File: config.mk
export PLATFORM = sky130hd
export DESIGN_NAME = instr_decode_stage
export DESIGN_NICKNAME = d
export VERILOG_FILES = /design/src/rtl/instr_decode_stage.sv
export SDC_FILE = /design/constraint.sdc
export NUM_CORES = 1
export LEC_CHECK = 0
export CORE_ASPECT_RATIO = 1.2
export CORE_MARGIN = 4
export CORE_UTILIZATION = 45
export DETAILED_ROUTE_END_ITERATION = 8
export HOLD_SLACK_MARGIN = 0.1
export PLACE_DENSITY = 0.78
export SETUP_SLACK_MARGIN = 0.02
export SLEW_MARGIN = 30
export SYNTH_ARGS = -nofsm -noshare
export SYNTH_HDL_FRONTEND = slang
export SYNTH_SLANG_ARGS = --single-unit
File: constraint.sdc
create_clock -name Clk -period 4.3 [get_ports Clk]
set_input_delay 0.86 -clock Clk [delete_from_list [all_inputs] [get_ports Clk]]
set_output_delay 0.86 -clock Clk [all_outputs]
set_load 0.1 [all_outputs]
File: src/rtl/instr_decode_stage.sv
// Registered decode stage: splits the instruction word, registers the control
// bundle, spaces memory ops with bubble cycles and counts illegal opcodes.
module instr_decode_stage #(
    parameter int IW      = 9,
    parameter int OPW     = 4,
    parameter int MEM_LAT = 1,
    parameter int CNTW    = 8
) (
    input  logic            Clk,
    input  logic            Reset,
    input  logic            Flush,
    input  logic            InstrValid,
    output logic            InstrReady,
    input  logic [IW-1:0]   Instr,
    output logic            DecValid,
    input  logic            DecReady,
    output logic [OPW-1:0]  DecOp,
    output logic [IW-OPW-1:0] DecImm,
    output logic            RegWrite,
    output logic            MemRead,
    output logic            MemWrite,
    output logic            Branch,
    output logic            BranchLink,
    output logic            AluSrcImm,
    output logic            Illegal,
    output logic [CNTW-1:0] IllegalCount
);

    localparam int IMW = IW - OPW;
    localparam int BW  = (MEM_LAT < 2) ? 1 : $clog2(MEM_LAT + 1);

    localparam logic [OPW-1:0] LSH  = OPW'(0);
    localparam logic [OPW-1:0] RSH  = OPW'(1);
    localparam logic [OPW-1:0] AND  = OPW'(2);
    localparam logic [OPW-1:0] OR   = OPW'(3);
    localparam logic [OPW-1:0] LDI  = OPW'(4);
    localparam logic [OPW-1:0] LDR  = OPW'(5);
    localparam logic [OPW-1:0] STR  = OPW'(6);
    localparam logic [OPW-1:0] BNZR = OPW'(7);
    localparam logic [OPW-1:0] GEQ  = OPW'(8);
    localparam logic [OPW-1:0] EQ   = OPW'(9);
    localparam logic [OPW-1:0] NEG  = OPW'(10);
    localparam logic [OPW-1:0] ADD  = OPW'(11);
    localparam logic [OPW-1:0] ADDI = OPW'(12);
    localparam logic [OPW-1:0] NEQ  = OPW'(13);
    localparam logic [OPW-1:0] BNZL = OPW'(14);

    typedef enum logic [1:0] {EMPTY, FULL, BUBBLE} state_t;

    state_t state, state_n;
    logic [BW-1:0] bub_cnt, bub_cnt_n;
    logic [OPW-1:0] op;
    logic accept, mem_gap;
    logic d_rw, d_mr, d_mw, d_br, d_bl, d_ai, d_il;

    assign op       = Instr[IW-1 -: OPW];
    assign DecValid = (state == FULL);
    // A held memory op must leave before anything else may enter.
    assign mem_gap  = (MEM_LAT > 0) && (MemRead || MemWrite);

    always_comb begin
        d_rw = 1'b0;
        d_mr = 1'b0;
        d_mw = 1'b0;
        d_br = 1'b0;
        d_bl = 1'b0;
        d_ai = 1'b0;
        d_il = 1'b0;
        case (op)
            LSH, RSH, LDI, ADDI: begin
                d_rw = 1'b1;
                d_ai = 1'b1;
            end
            AND, OR, GEQ, EQ, NEG, ADD, NEQ: d_rw = 1'b1;
            LDR: begin
                d_rw = 1'b1;
                d_mr = 1'b1;
            end
            STR:  d_mw = 1'b1;
            BNZR: d_br = 1'b1;
            BNZL: begin
                d_rw = 1'b1;
                d_br = 1'b1;
                d_bl = 1'b1;
            end
            default: d_il = 1'b1;
        endcase
    end

    always_comb begin
        InstrReady = 1'b0;
        state_n    = state;
        bub_cnt_n  = bub_cnt;
        if (Reset && !Flush) begin
            InstrReady = (state == EMPTY) ||
                         (state == FULL && DecReady && !mem_gap);
        end
        accept = InstrValid && InstrReady;
        if (Flush) begin
            state_n   = EMPTY;
            bub_cnt_n = '0;
        end else begin
            unique case (state)
                EMPTY: if (accept) state_n = FULL;
                FULL: begin
                    if (DecReady) begin
                        if (mem_gap) begin
                            state_n   = BUBBLE;
                            bub_cnt_n = BW'(MEM_LAT);
                        end else if (!accept) begin
                            state_n = EMPTY;
                        end
                    end
                end
                BUBBLE: begin
                    if (bub_cnt <= BW'(1)) begin
                        state_n   = EMPTY;
                        bub_cnt_n = '0;
                    end else begin
                        bub_cnt_n = bub_cnt - BW'(1);
                    end
                end
                default: state_n = EMPTY;
            endcase
        end
    end

    always_ff @(posedge Clk) begin
        if (!Reset) begin
            state   <= EMPTY;
            bub_cnt <= '0;
        end else begin
            state   <= state_n;
            bub_cnt <= bub_cnt_n;
        end
    end

    always_ff @(posedge Clk) begin
        if (!Reset) begin
            DecOp        <= '0;
            DecImm       <= '0;
            RegWrite     <= 1'b0;
            MemRead      <= 1'b0;
            MemWrite     <= 1'b0;
            Branch       <= 1'b0;
            BranchLink   <= 1'b0;
            AluSrcImm    <= 1'b0;
            Illegal      <= 1'b0;
            IllegalCount <= '0;
        end else begin
            if (Flush) begin
                DecOp      <= '0;
                DecImm     <= '0;
                RegWrite   <= 1'b0;
                MemRead    <= 1'b0;
                MemWrite   <= 1'b0;
                Branch     <= 1'b0;
                BranchLink <= 1'b0;
                AluSrcImm  <= 1'b0;
                Illegal    <= 1'b0;
            end else if (accept) begin
                DecOp      <= op;
                DecImm     <= Instr[IMW-1:0];
                RegWrite   <= d_rw;
                MemRead    <= d_mr;
                MemWrite   <= d_mw;
                Branch     <= d_br;
                BranchLink <= d_bl;
                AluSrcImm  <= d_ai;
                Illegal    <= d_il;
            end
            if (accept && d_il && IllegalCount != '1) begin
                IllegalCount <= IllegalCount + CNTW'(1);
            end
        end
    end

endmodule

==> flow_metrics.py, run 1 <==
metrics = {
    "pwr": {
        "ir_drop_mv": 0.281,
        "finalPower_uw": 495,
        "p_seq_share_pct": 50.1,
        "power_density_nw_per_um2": 305,
        "power.switching_fraction_pct": 26.1,
        "power.internal_uw": 366,
        "leakagePower_nw": 0.536,
        "combPwrFrac_pct": 16.4,
        "clockPowerShare_pct": 33.5,
        "netSwitchingPower_uw": 129,
    },
    "die": {
        "io_pins": 40,
        "rows": 19,
        "die-area_um2": 3460,
        "die_w_um": 54.4,
        "core_region_area_um2": 2380,
        "fp.dieH_um": 63.6,
        "start_util_pct": 48.8,
    },
    "clocking": {
        "htree_num_levels": 1,
        "insertion_delay_ps": 320,
        "clk_pin_slew_ps": 130,
        "cts_tree": "done",
        "post_cts_buffers": 0,
        "cts_resized": 0,
        "cts_inserted_buffers": 3,
        "cts_root_buffer": "clkbuf_4",
        "postCtsHoldBufs": 0,
        "cts_buffer_depth": 2,
        "cts_num_sinks": 26,
    },
    "critical_path": {
        "startpoint_type": "primary input",
        "worstPathMaxFanout": 3,
        "cp.arrival_ps": 2300,
        "crit_chain": "clkdlybuf4s50_1, or3b_4, a211oi_2, buf_4",
        "path_class": "primary input to output port",
        "cpMaxStageDelayCell": "clkdlybuf4s50_1",
        "critPathTopFamily": "buffers and inverters",
        "slowest_delay_ps": 480,
        "end_kind": "output port",
        "crit_required_ps": 3440,
        "crit_buf_inv": 2,
    },
    "synthesis": {
        "synthCells": 135,
        "yosysWarnings": 0,
        "synth_area_leaders": "dfxtp_1, nand2_1, o21ai_0",
        "synth_area_um2": 1160,
        "postSynthAreaPerCell_um2": 8.60,
        "syn_nets": 150,
        "netlist_top_cells_count": "dfxtp_1, nand2_1, o21ai_0",
        "yosysTopAreaCellShare_pct": 44.8,
        "ys_ff_latch": 26,
        "yosysMostFrequentCell": "dfxtp_1",
        "synth_edf_count": 0,
        "yosysSeqAreaShare_pct": 44.8,
        "async_flop_share_pct": 0,
        "ys_types": 36,
        "ys.flop_type": "dfxtp_1",
        "yosys.area.top_type": "dfxtp_1",
    },
    "cells_and_area": {
        "nNetsFinal": 188,
        "area_growth_pct": 39.9,
        "fin_util_pct": 68.3,
        "n_fill_cell": 203,
        "layout-drive-gt1-share_pct": 6.40,
        "antenna_cells": 0,
    },
    "drt": {
        "vias": 1103,
        "vias_per_cell": 5.43,
        "post_drt_wl_per_cell_um": 13.6,
        "wirelength_mm": 2.75,
        "drc": 0,
        "dr.pass1.iters": 4,
        "drtIter0Drc": 26,
        "final_antenna_net_count": 0,
    },
    "grt": {
        "grt_pass1_wl_mm": 4.42,
        "antenna_found_initial": 0,
        "track_usage_pct": 16.8,
        "grt_max_degree": 17,
        "grt_pass1_vias": 1046,
        "overflow": 0,
    },
    "sta": {
        "hold_ws_ps": 477,
        "finalCritPeriodShare_pct": 73.4,
        "clock_skew_ps": 7.47,
        "rsz0062_at_grt": "no",
        "fin_ws_ps": 1140,
        "max_slew_margin_pct": 34.4,
        "hold_viol_final": 0,
        "setup_viol": 0,
        "max_freq_ghz": 0.317,
        "worst_pin_slew_ps": 982,
        "timing.final.max_slew_violations": 0,
        "fin_tns_setup_ps": 0,
        "period_needed_ps": 3160,
    },
    "flow_run": {
        "drv_cap": 0,
    },
    "min_path": {
        "hold_path.class": "flip-flop to flip-flop",
    },
    "placed_design": {
        "dp_hpwl_mm": 2.09,
        "dp_slack_ps": 1140,
        "gp_congestion": 0.729,
        "portBuffers": 39,
    },
    "run_status": {
        "status": "finished clean",
    },
}
==> layout make-up <==
cell class              instances  area (um2)  share of cell area [%]
clock buffers                   3        22.5                    1.39
clock inverters                 1        30.0                    1.85
inverters                       5        18.8                    1.16
multi-input cells              97         598                    36.8
flip-flops and latches         26         520                    32.0
well taps                      31        38.8                    2.39
repair buffers                 40         395                    24.3
==> flip-flops by register name, summed over array words and instances, names as in the netlist <==
| signal | count |
|---|---|
| BranchLink | 1 |
| MemRead | 1 |
| DecImm | 5 |
| AluSrcImm | 1 |
| DecOp | 4 |
| IllegalCount | 8 |
| MemWrite | 1 |
| Branch | 1 |
| state | 2 |
| RegWrite | 1 |
| Illegal | 1 |
==> through the flow <==
step                      cell area, um2  cells
after floorplan                     1170    135
after global placement              1570    199
after detailed placement            1570    199
after CTS                           1620    203
after global routing                1620    203
final                               1620    203
==> tightest hold or removal path: stages (launching register included) <==
cell     delay, ps
dfxtp_1        340
nand2_1         50
o21ai_0         60
==> path summary, 6_finish.rpt <==
kind	startpoint	to	slack (ps)	cells after the start
hold / removal	DecImm[4]	DecImm[4]	480	2
setup / recovery	DecReady	InstrReady	1140	4
setup reg to reg	MemWrite	IllegalCount[7]	2100	4
hold reg to reg	DecImm[4]	DecImm[4]	480	2
==> power groups by stage <==
stage | Clock (mW) | Sequential, mW | Combinational (mW)
floorplan | 0 | 0.281 | 0.0260
global placement | 0 | 0.253 | 0.0801
detailed placement | 0 | 0.253 | 0.0813
CTS | 0.170 | 0.248 | 0.0816
global route | 0.179 | 0.249 | 0.0858
finish | 0.166 | 0.248 | 0.0812
==> cells by family (layout without fill, tap and decap cells) <==
group | after synthesis | in the layout | share of synthesized area [%]
and+or+nand+nor | 58 | 58 | 26.6
buffers and inverters | 12 | 49 | 4.09
muxes | 4 | 4 | 3.45
AOI/OAI and AO/OA | 33 | 33 | 19.2
DFF | 26 | 26 | 44.8
xor gates and xnor gates | 1 | 1 | 0.754
adders and majority gates | 1 | 1 | 1.08
==> cell usage in the layout (no fill, tap or decap), types with 2 or more instances in the layout <==
master and n:
a21oi_1 7, and3_1 2, buf_4 2, clkbuf_4 3, clkdlybuf4s50_1 38, dfxtp_1 26
inv_1 5, mux2i_1 4, nand2_1 21, nand2b_1 4, nand3_1 7, nor2_1 5
nor2b_1 3, nor3_1 2, nor4_1 3, o21ai_0 14, o31ai_1 3, or4_1 3
==> routing by layer <==
layer / part of all wire, % / global-route usage, % / routed length [um] / vias to the layer above
li1: - / - / - / 563
met1: 42 / 19.2 / 1140 / 504
met3: 5.5 / 2.83 / 152 / 2
met2: 52 / 29.3 / 1440 / 34
met5: 0 / 0 / 0 / -
met4: 0.73 / 6.85 / 20 / 0
Note: power is estimated with default switching activity, not from simulation.
==> run 2: changes to the inputs <==
--- a/config.mk
+++ b/config.mk
@@ -7,10 +7,10 @@
 export LEC_CHECK = 0
 export CORE_ASPECT_RATIO = 1.2
 export CORE_MARGIN = 4
-export CORE_UTILIZATION = 45
+export CORE_UTILIZATION = 44
 export DETAILED_ROUTE_END_ITERATION = 8
 export HOLD_SLACK_MARGIN = 0.1
-export PLACE_DENSITY = 0.78
+export PLACE_DENSITY = 0.76
 export SETUP_SLACK_MARGIN = 0.02
 export SLEW_MARGIN = 30
 export SYNTH_ARGS = -nofsm -noshare
==> constraint.sdc (replaced) <==
create_clock -name Clk -period 3.2 [get_ports Clk]
set_input_delay 0.64 -clock Clk [delete_from_list [all_inputs] [get_ports Clk]]
set_output_delay 0.64 -clock Clk [all_outputs]
set_load 0.1 [all_outputs]
==> run 2 against run 1 <==
Global-route usage down 0.80 points. Core utilization down 5.6 points. Clock skew up 1.8 ps. First-iteration DRC count up 38%. Worst hold slack worse by 6.5 ps. Final cell count up 1.5%. Non-clock buffer count up 1. Sequential power up 34%. Combinational power up 34%. Final area down 2.5%. Critical endpoint unchanged. Largest cell class unchanged. Highest routed layer unchanged.
==> flow_metrics.py, run 2 (synthesis results as in run 1) <==
metrics = {
    "clocking": {
        "cts_root_buffer": "clkbuf_4",
        "cts_inserted_buffers": 3,
        "post_cts_buffers": 0,
        "cts_buffer_depth": 2,
        "cts_tree": "done",
        "clk_pin_slew_ps": 150,
        "insertion_delay_ps": 320,
        "htree_num_levels": 1,
        "cts_num_sinks": 26,
        "postCtsHoldBufs": 0,
        "cts_resized": 0,
    },
    "sta": {
        "rsz0062_at_grt": "no",
        "timing.final.max_slew_violations": 0,
        "period_needed_ps": 2690,
        "hold_viol_final": 0,
        "fin_tns_setup_ps": 0,
        "hold_ws_ps": 470,
        "max_freq_ghz": 0.371,
        "finalCritPeriodShare_pct": 84.1,
        "worst_pin_slew_ps": 585,
        "max_slew_margin_pct": 60.9,
        "clock_skew_ps": 9.25,
        "setup_viol": 0,
    },
    "placed_design": {
        "portBuffers": 39,
        "dp_hpwl_mm": 1.92,
        "gp_congestion": 0.788,
    },
    "cells_and_area": {
        "nNetsFinal": 189,
        "final_common_cell": "buf_4",
        "final_cell_mix": "buf_4, dfxtp_1, nand2_1",
        "area_growth_pct": 36.4,
        "antenna_cells": 0,
        "largest_register": "IllegalCount",
        "largest_reg_flops": 8,
        "top_regs": "IllegalCount: 8 flops, DecImm: 5 flops, DecOp: 4 flops",
        "layout-drive-gt1-share_pct": 21.4,
    },
    "pwr": {
        "power_density_nw_per_um2": 420,
        "leakagePower_nw": 0.595,
        "ir_drop_mv": 0.336,
    },
    "die": {
        "start_util_pct": 45.9,
        "io_pins": 40,
        "die-area_um2": 3530,
        "core_region_area_um2": 2530,
        "die_w_um": 54.9,
        "rows": 20,
        "fp.dieH_um": 64.3,
    },
    "flow_run": {
        "drv_cap": 0,
    },
    "grt": {
        "grt_pass1_vias": 1051,
        "antenna_found_initial": 0,
        "grt_util_met1_pct": 18.9,
        "overflow": 0,
        "grtUsageMet2_pct": 28.6,
        "grt_max_degree": 29,
        "track_usage_pct": 16.0,
        "grt-busiest-layer": "met2",
        "grt_pass1_wl_mm": 4.35,
        "gr-usage-met3_pct": 2.33,
    },
    "critical_path": {
        "crit_chain": "clkdlybuf4s50_1, or3b_4, a211oi_2, buf_12",
        "cpMaxStageDelayCell": "clkdlybuf4s50_1",
        "slowest_delay_ps": 470,
        "path_class": "primary input to output port",
        "crit_buf_inv": 2,
        "worstPathMaxFanout": 3,
        "critPathTopFamily": "buffers and inverters",
        "cp.arrival_ps": 2050,
        "startpoint_type": "primary input",
        "crit_required_ps": 2560,
        "end_kind": "output port",
    },
    "drt": {
        "vias": 1092,
        "drtIter0Drc": 36,
        "vias_per_cell": 5.30,
        "drc": 0,
        "post_drt_wl_per_cell_um": 12.4,
        "wirelength_mm": 2.55,
        "dr.pass1.iters": 4,
        "final_antenna_net_count": 0,
    },
    "min_path": {
        "hold_path.class": "flip-flop to flip-flop",
    },
    "run_status": {
        "status": "finished clean",
    },
}
==> run 2: area by class of cell <==
class,instances,area (um2)
fillers,219,943
clock buffers,3,22.5
well taps,33,41.3
clock inverters,1,30.0
flip-flops and latches,26,520
multi-input cells,97,598
inverters,5,18.8
repair buffers,41,353
==> run 2: path summary, 6_finish.rpt <==
| check | start | endpoint | slack, ps | depth (start not counted) |
|---|---|---|---|---|
| min | DecImm[2] | DecImm[2] | 470 | 2 |
| max | DecReady | InstrReady | 510 | 4 |
| min reg2reg | DecImm[2] | DecImm[2] | 470 | 2 |
| max reg2reg | MemWrite | IllegalCount[3] | 980 | 4 |
==> run 2: metal layers <==
layer / wire, um / up-vias
li1: - / 563
met1: 1030 / 501
met2: 1350 / 26
met3: 153 / 2
met4: 18 / 0
met5: 0 / -
==> run 2: per-stage QoR <==
stage          total power, mW  cell area [um2]  worst slack, ps  cells  util (%)
2_1_floorplan            0.412             1170             29.5    135         -
3_3_place_gp             0.448             1530              335    202      60.6
3_5_place_dp             0.450             1530              268    202      60.6
4_1_cts                  0.670             1580              496    206      62.7
5_1_grt                  0.692             1580              405    206      62.7
6_report                 0.665             1580              507    206      62.7
==> run 2: where the power goes <==
part           internal (mW)  switching, mW
combinational         0.0357         0.0736
sequential             0.330        0.00360
clock                  0.127         0.0965
total                  0.492          0.174
==> run 2: worst min-delay path, stage by stage, from the launching register on <==
cell and delay (ps):
dfxtp_1 340, nand2_1 50, o21ai_0 60
